**config.mk**
```make
export PLATFORM = sky130hd
export DESIGN_NAME = first_four_demux
export DESIGN_NICKNAME = d
export VERILOG_FILES = /design/src/rtl/first_four_demux.sv
export SDC_FILE = /design/constraint.sdc
export NUM_CORES = 1
export LEC_CHECK = 0
export ABC_AREA = 1
export CAP_MARGIN = 5
export CORE_AREA = 2 2 39 41
export CTS_CLUSTER_SIZE = 10
export DETAILED_ROUTE_END_ITERATION = 10
export DIE_AREA = 0 0 41 43
export GPL_TIMING_DRIVEN = 0
export PLACE_DENSITY = 0.44
export SYNTH_ARGS = -nofsm -noshare
export SYNTH_HDL_FRONTEND = slang
export SYNTH_SLANG_ARGS = --single-unit
```
**constraint.sdc**
```tcl
create_clock -name clk -period 0.8 [get_ports clk]
set_input_delay 0.24 -clock clk [delete_from_list [all_inputs] [get_ports clk]]
set_output_delay 0.24 -clock clk [all_outputs]
set_load 0.02 [all_outputs]
```
**src/rtl/first_four_demux.sv**
```systemverilog
// Registered 1-to-4 demultiplexer: routes a to lane {s1,s0} one cycle later, zeroing the others.
// Define FOUR_DEMUX_STATS_EN to add saturating per-lane hit counters with a synchronous clear.
module first_four_demux #(
  parameter int WIDTH = 1,
  parameter int CNT_W = 8
) (
  input  logic             clk,
  input  logic             rst_n,
  input  logic [WIDTH-1:0] a,
  input  logic             s0,
  input  logic             s1,
  input  logic             in_valid,
`ifdef FOUR_DEMUX_STATS_EN
  input  logic             cnt_clr,
  output logic [CNT_W-1:0] hit_b,
  output logic [CNT_W-1:0] hit_c,
  output logic [CNT_W-1:0] hit_d,
  output logic [CNT_W-1:0] hit_e,
`endif
  output logic [WIDTH-1:0] b,
  output logic [WIDTH-1:0] c,
  output logic [WIDTH-1:0] d,
  output logic [WIDTH-1:0] e,
  output logic [3:0]       out_valid
);

  logic [1:0]       w_sel;
  logic [WIDTH-1:0] r_b, r_c, r_d, r_e;
  logic [3:0]       r_out_valid;

  assign w_sel = {s1, s0};

  // Every lane is recomputed each edge, so an unselected lane never holds stale data.
  always_ff @(posedge clk) begin
    if (!rst_n) begin
      r_b         <= '0;
      r_c         <= '0;
      r_d         <= '0;
      r_e         <= '0;
      r_out_valid <= 4'b0000;
    end else begin
      r_b         <= (in_valid && (w_sel == 2'd0)) ? a : '0;
      r_c         <= (in_valid && (w_sel == 2'd1)) ? a : '0;
      r_d         <= (in_valid && (w_sel == 2'd2)) ? a : '0;
      r_e         <= (in_valid && (w_sel == 2'd3)) ? a : '0;
      r_out_valid <= in_valid ? (4'b0001 << w_sel) : 4'b0000;
    end
  end

  assign b         = r_b;
  assign c         = r_c;
  assign d         = r_d;
  assign e         = r_e;
  assign out_valid = r_out_valid;

`ifdef FOUR_DEMUX_STATS_EN
  logic [CNT_W-1:0] r_hit [4];

  // Clear wins over a coincident hit; counters stick at all-ones.
  always_ff @(posedge clk) begin
    if (!rst_n) begin
      for (int i = 0; i < 4; i++) r_hit[i] <= '0;
    end else begin
      for (int i = 0; i < 4; i++) begin
        if (cnt_clr)
          r_hit[i] <= '0;
        else if (in_valid && (w_sel == i[1:0]) && (r_hit[i] != '1))
          r_hit[i] <= r_hit[i] + CNT_W'(1);
      end
    end
  end

  assign hit_b = r_hit[0];
  assign hit_c = r_hit[1];
  assign hit_d = r_hit[2];
  assign hit_e = r_hit[3];
`endif

endmodule

```
# After elaboration in Yosys (flattened, before gate mapping)
# Index checks and enable logic that the tools add are counted.
# word_totals
ff_bits	8
latch_bits	0
ramBits	0
romBits	0
input_bits	6
output_inout_bits	8
elab_cells	19
mem_count	0
# classes
addsub	0
mul	0
n_div	0
order_cmp	0
n_eq_ne	3
shift	1
n_mux	0
n_bitwise	0
reduce_logical	10
# ops
operator	count
$reduce_and A2 Y1	5
$eq A2 B2 Y1 const B	2
$logic_and A1 B1 Y1	4
$shl A1 B2 Y4 const A	1
$eq A2 B1 Y1 const B	1
$logic_not A2 Y1	1

# Depth between registers and ports, before layout
# Gate-level depths: netlist of run 1.
# depth
depth_word	3
ltp_mapped	3
depth_no_buf	3

# Worst setup path before layout of run 1
# Ideal clock, no wire load.
# synth_timing
kind	reg2out
startpoint	register r_b (netlist: b)
endpoint	output port b
arrival_time_ps	395
required_time_ps	560
setup_slack_ps	165
stages_incl_launch_ff	1
path_buffers	0
path_cell_list	dfxtp_1
# synth_rtl
item	line_no	text
from (decl)	28	logic [WIDTH-1:0] r_b, r_c, r_d, r_e;
from (signal assigned)	42	r_b <= (in_valid && (w_sel == 2'd0)) ? a : '0;
to (decl)	20	output logic [WIDTH-1:0] b,
# No word-level cell between the ends.

# Worst setup path after layout of run 1
# layout_timing
startpoint	register r_out_valid[3] (netlist: out_valid[3])
endpoint	output port out_valid[3]
# layout_rtl
item	line_no	text
from (decl)	29	logic [3:0] r_out_valid;
from (signal assigned)	46	r_out_valid <= in_valid ? (4'b0001 << w_sel) : 4'b0000;
to (decl)	24	output logic [3:0] out_valid
# No word-level cell between the ends.

==> run_results.csv, run 1 <==
group,metric,value,unit
floorplanning,dieArea,1763,um^2
floorplanning,core-area,1384,um^2
power_and_ir_drop,finalPower,0.7729,mW
yosys,syn-cell-area,225.2,um^2
cells_and_area,drive_above_1_share,60.53,%
yosys,syn-instance-count,22,
yosys,synth_nets,28,
sta,hold-worst-slack,0.3972,ns
sta,post-route-min-period,0.9132,ns
status,status,"finished with violations",
grt,grt_pass1_wl,738,um
setup_path,endpoint_kind,"output port",
yosys,ys_types,6,
detailed_routing,vias,212,
status,violations,"negative setup slack",
grt,grtUsageMet1,5.212,%
sta,setup_viol,8,
grt,met3_usage,3.141,%
setup_path,crit_type,"reg -> out",
clock_tree,cts-root-buf,"clkbuf_4",
min_path,min_path_type,"in -> reg",
detailed_routing,route.antenna.remaining_nets,0,
grt,grtUsageTotal,6.653,%
floorplanning,fp-row-count,14,
clock_tree,cts.sinks,8,
clock_tree,htree_levels,1,
detailed_routing,firstDrtPassIters,5,
cells_and_area,antennaDiodeCount,0,
grt,grt.overflow.total,0,
yosys,synth_warnings,0,
clock_tree,numCtsBuffers,3,
setup_path,arrival,0.67,ns
yosys,synth_top_cell_area_share,71.11,%
yosys,ys_ff_latch,8,
sta,slew_violations,0,
floorplanning,die_w,41,um
cells_and_area,final_util,30.56,%
cells_and_area,nets,46,
placement,dp_cells,51,
cells_and_area,design_area,422.9,um^2
sta,worst_slew_pin_slew,0.1835,ns
setup_path,path_buf_inv,1,
grt,grt_max_degree,6,
yosys,syn_area_per_cell,10.24,um^2
placement,hpwl,373.6,um
clock_tree,clkSlewWorstSetupHoldPaths,0.05,ns
detailed_routing,avgRoutedWirePerCell,9.148,um
setup_path,crit_path_cell_trace,"buf_6",
clock_tree,cts_tree,"built",
setup_path,slowest_delay,0.31,ns
floorplanning,ioPinCount,14,
floorplanning,die_h,43,um
detailed_routing,post_drt_via_cell_ratio,3.926,
placement,pre_cts_slack,-0.3515,ns
setup_path,cp_slowest_cell,"dfxtp_2",
power_and_ir_drop,powerDensity,1828,nW/um^2
sta,fin_crit_sh,114.2,%
sta,layout_setup_ws,-0.1132,ns
grt,met2_usage,10.00,%
setup_path,critPathTopFamily,"flip-flops",
floorplanning,initial_utilization,16.27,%
cells_and_area,fin_cells,54,
sta,fmaxAchievable,1095,MHz
flow_run,maxCapViolCount,0,
detailed_routing,wirelength,494,um
placement,io_buffer_count,13,
grt,busiest_layer,"met2",
grt,grt_pass1_vias,202,
sta,rsz0062_at_grt,"true",
power_and_ir_drop,leakage,0.1955,nW
power_and_ir_drop,vdd_ir_drop_max,0.5572,mV
sta,hold_viol_final,0,
placement,placed_area,375.4,um^2
sta,fin_tns_setup,-0.8798,ns
clock_tree,clockBufferDepth,2,
setup_path,critPathMaxFanout,1,
detailed_routing,drt_iter0_drc,12,
yosys,seq_area_frac_synth,71.11,%
cells_and_area,area_growth,87.78,%
grt,antenna_found_initial,0,
placement,place_congestion,0.6720,
detailed_routing,drc,0,
setup_path,cp.required,0.56,ns
sta,relSlewSlack,87.77,%
yosys,synth_top_area_cell,"dfxtp_1",
yosys,ys_top_cells_by_area,"dfxtp_1, nor2_1, nor3_1",
setup_path,startpoint_type,"flip-flop",
-- placed cells by master (no fill, tap or decap) --
| master | synthesis | final |
|---|---|---|
| dfxtp_2 | 0 | 8 |
| nor2_1 | 5 | 5 |
| buf_6 | 0 | 8 |
| dlygate4sd2_1 | 0 | 4 |
| inv_1 | 3 | 2 |
| nand3_2 | 1 | 1 |
| nor3_1 | 3 | 1 |
| clkdlybuf4s50_1 | 0 | 1 |
| inv_2 | 0 | 1 |
| nor3_2 | 0 | 2 |
| nand3_1 | 2 | 2 |
| clkbuf_4 | 0 | 3 |
-- cell usage after synthesis --
library cell and count:
dfxtp_1 8, nor2_1 5, inv_1 3, nor3_1 3, nand3_1 2, nand3_2 1
-- state kept, by name (all words and copies together), names as in the netlist --
signal / flops
out_valid: 4
b: 1
c: 1
d: 1
e: 1
-- cell type report --
type                            count  area, um^2
Sequential cell                     8       170.2
Multi-Input combinational cell     11       63.81
Fill cell                         146       960.9
Timing Repair Buffer               13       135.1
Tap cell                           16       20.02
Inverter                            3       11.26
Clock buffer                        3       22.52
-- where the power goes --
group          leakage, nW  total (mW)  internal [mW]  switching [mW]
clock               0.0138       0.284          0.170           0.114
sequential          0.0687       0.413          0.410         0.00372
combinational        0.113      0.0758         0.0359          0.0398
total                0.196       0.773          0.616           0.157
-- final timing paths --
path | startpoint | endpoint | slack [ns] | cells after the start
hold / removal | s1 | out_valid[1]$_SDFF_PP0_ | 0.40 | 2
setup / recovery | out_valid[3]$_SDFF_PN0_ | out_valid[3] | -0.11 | 1
-- timing repair --
action / 4_1_cts / 5_1_grt
endpoints found under the setup margin: 16 / 9
resized for setup: 62 / 1
hold buffers: 0 / 0
setup buffers: 0 / 0
pin swaps: 1 / 0
-- layer usage --
layer / up-vias / share of wire, %
met5: - / 0
met2: 9 / 57
li1: 103 / -
met3: 2 / 6.7
met4: 0 / 1.8
met1: 98 / 35
-- logic make-up (layout without fill, tap and decap cells) --
kind of cell,Yosys count,in the layout,share of synthesized area (%)
buf+inv,3,19,5.000
flops,8,8,71.11
simple gates,11,11,23.89
Power figures use the tool's default switching activity.
==> run 2: changes to the inputs <==
--- a/config.mk
+++ b/config.mk
@@ -12,6 +12,7 @@
 export DETAILED_ROUTE_END_ITERATION = 10
 export DIE_AREA = 0 0 41 43
 export GPL_TIMING_DRIVEN = 0
+export HOLD_SLACK_MARGIN = 0.12
 export PLACE_DENSITY = 0.44
 export SYNTH_ARGS = -nofsm -noshare
 export SYNTH_HDL_FRONTEND = slang
==> results of run 2 <==
No change in the layout: final DEF, timing and power equal those of run 1.
==> run 3: changes to the inputs <==
--- a/config.mk
+++ b/config.mk
@@ -11,9 +11,11 @@
 export CTS_CLUSTER_SIZE = 10
 export DETAILED_ROUTE_END_ITERATION = 10
 export DIE_AREA = 0 0 41 43
+export DONT_BUFFER_PORTS = 1
 export GPL_TIMING_DRIVEN = 0
 export HOLD_SLACK_MARGIN = 0.12
-export PLACE_DENSITY = 0.44
+export PLACE_DENSITY = 0.31
 export SYNTH_ARGS = -nofsm -noshare
 export SYNTH_HDL_FRONTEND = slang
 export SYNTH_SLANG_ARGS = --single-unit
+export TNS_END_PERCENT = 10
==> run 3 against run 2 <==
Net effect:
- the flow still finishes with violations (negative setup slack)
- clock-buffer cell count stayed put
- first-iteration DRC count is 83% lower
- sequential cell count stayed put
- power is 5.5% lower
- critical path type unchanged
- largest power group unchanged
==> run_results.csv, run 3 (synthesis gave the netlist of run 1 again) <==
group,metric,value,unit
sta,relSlewSlack,89.31,%
grt,grt_pass1_vias,181,
cells_and_area,area_growth,51.11,%
status,status,"finished with violations",
clock_tree,post-cts-setup-buffer-count,0,
sta,layout_setup_ws,-0.05982,ns
status,violations,"negative setup slack",
sta,fmaxAchievable,1163,MHz
placement,io_buffer_count,0,
grt,grt.overflow.total,0,
sta,setup_viol,8,
power_and_ir_drop,leakage,0.1476,nW
clock_tree,clkSlewWorstSetupHoldPaths,0.05,ns
sta,fin_crit_sh,107.5,%
setup_path,startpoint,"b$_SDFF_PN0_",
detailed_routing,firstDrtPassIters,2,
floorplanning,die_h,43,um
cells_and_area,layout_common_cells,"dfxtp_4, nor2_1, inv_1, clkbuf_4",
min_path,min_from,"in_valid",
clock_tree,clockBufferDepth,2,
power_and_ir_drop,vdd_ir_drop_max,0.5092,mV
detailed_routing,vias,166,
clock_tree,cts-root-buf,"clkbuf_4",
clock_tree,numCtsBuffers,3,
floorplanning,dieArea,1763,um^2
sta,slew_violations,0,
clock_tree,cts.sinks,8,
detailed_routing,wirelength,470,um
cells_and_area,final_common_cell,"dfxtp_4",
detailed_routing,drt_iter0_drc,2,
setup_path,arrival,0.62,ns
sta,hold-worst-slack,0.1413,ns
clock_tree,cts_tree,"built",
placement,hpwl,336.8,um
grt,grt_max_degree,5,
min_path,min_path_type,"in -> reg",
clock_tree,htree_levels,1,
cells_and_area,largest_reg_flops,4,
placement,place_congestion,0.5633,
floorplanning,initial_utilization,16.27,%
power_and_ir_drop,powerDensity,2147,nW/um^2
setup_path,startpoint_type,"flip-flop",
grt,grt_pass1_wl,703,um
detailed_routing,route.antenna.remaining_nets,0,
cells_and_area,final_util,24.59,%
floorplanning,die_w,41,um
detailed_routing,post_drt_via_cell_ratio,3.773,
floorplanning,ioPinCount,14,
cells_and_area,antennaDiodeCount,0,
cells_and_area,nets,36,
power_and_ir_drop,finalPower,0.7306,mW
setup_path,critPathMaxFanout,1,
sta,worst_slew_pin_slew,0.1601,ns
setup_path,crit_type,"reg -> out",
sta,post-route-min-period,0.8598,ns
grt,antenna_found_initial,0,
sta,rsz0062_at_grt,"true",
cells_and_area,n_fill_cell,160,
min_path,holdPathEnd,"b$_SDFF_PN0_",
min_path,whs_path_depth,2,
sta,hold_viol_final,0,
flow_run,maxCapViolCount,0,
detailed_routing,drc,0,
detailed_routing,avgRoutedWirePerCell,10.68,um
setup_path,cp.required,0.56,ns
grt,grtUsageTotal,6.848,%
cells_and_area,drive_above_1_share,50.00,%
sta,fin_tns_setup,-0.4478,ns
floorplanning,core-area,1384,um^2
floorplanning,fp-row-count,14,
setup_path,endpoint_kind,"output port",
## run 3: power breakdown
group	total (mW)	switching (mW)	leakage [nW]	internal (mW)
clock	0.299	0.128	0.0138	0.171
combinational	0.0303	0.0150	0.0628	0.0154
sequential	0.401	0.0140	0.0711	0.387
## run 3: repair_timing
item | CTS | global route
gates resized for setup | 16 | 3
hold endpoints to repair | 6 | 0
hold buffers | 3 | 0
pin swaps | 0 | 1
endpoints found under the setup margin | 8 | 13
## run 3: final cells by class
class / instances / area, um^2 / share of cell area (%)
clock buffers: 3 / 22.52 / 6.618
inverters: 3 / 11.26 / 3.309
multi-input cells: 11 / 63.81 / 18.75
flip-flops and latches: 8 / 190.2 / 55.88
well taps: 16 / 20.02 / 5.882
repair buffers: 3 / 32.53 / 9.559
## run 3: worst max-delay path by stage
stage	end	slack (ns)	cells past startpoint
floorplan	b	0.16	0
global placement	c	0.15	0
detailed placement	out_valid[1]	0.15	0
CTS	out_valid[1]	-0.07	0
global route	out_valid[1]	-0.08	0
finish	b	-0.06	0
## run 3: layer usage
metal | track usage (%) | wire (um) | share of wire (%)
met4 | 10.00 | 0 | 0
met1 | 5.519 | 162 | 34
met5 | 0 | 0 | 0
met2 | 8.125 | 220 | 47
met3 | 5.236 | 87 | 19
## run 3: per-stage QoR
stage                     worst slack, ns  cells  instance area (um^2)
after floorplan                    0.1649     22                 225.2
after global placement             0.1454     38                 245.2
after detailed placement           0.1455     38                 245.2
after CTS                        -0.07014     44                 327.8
after global routing             -0.07747     44                 340.3
final                            -0.05982     44                 340.3
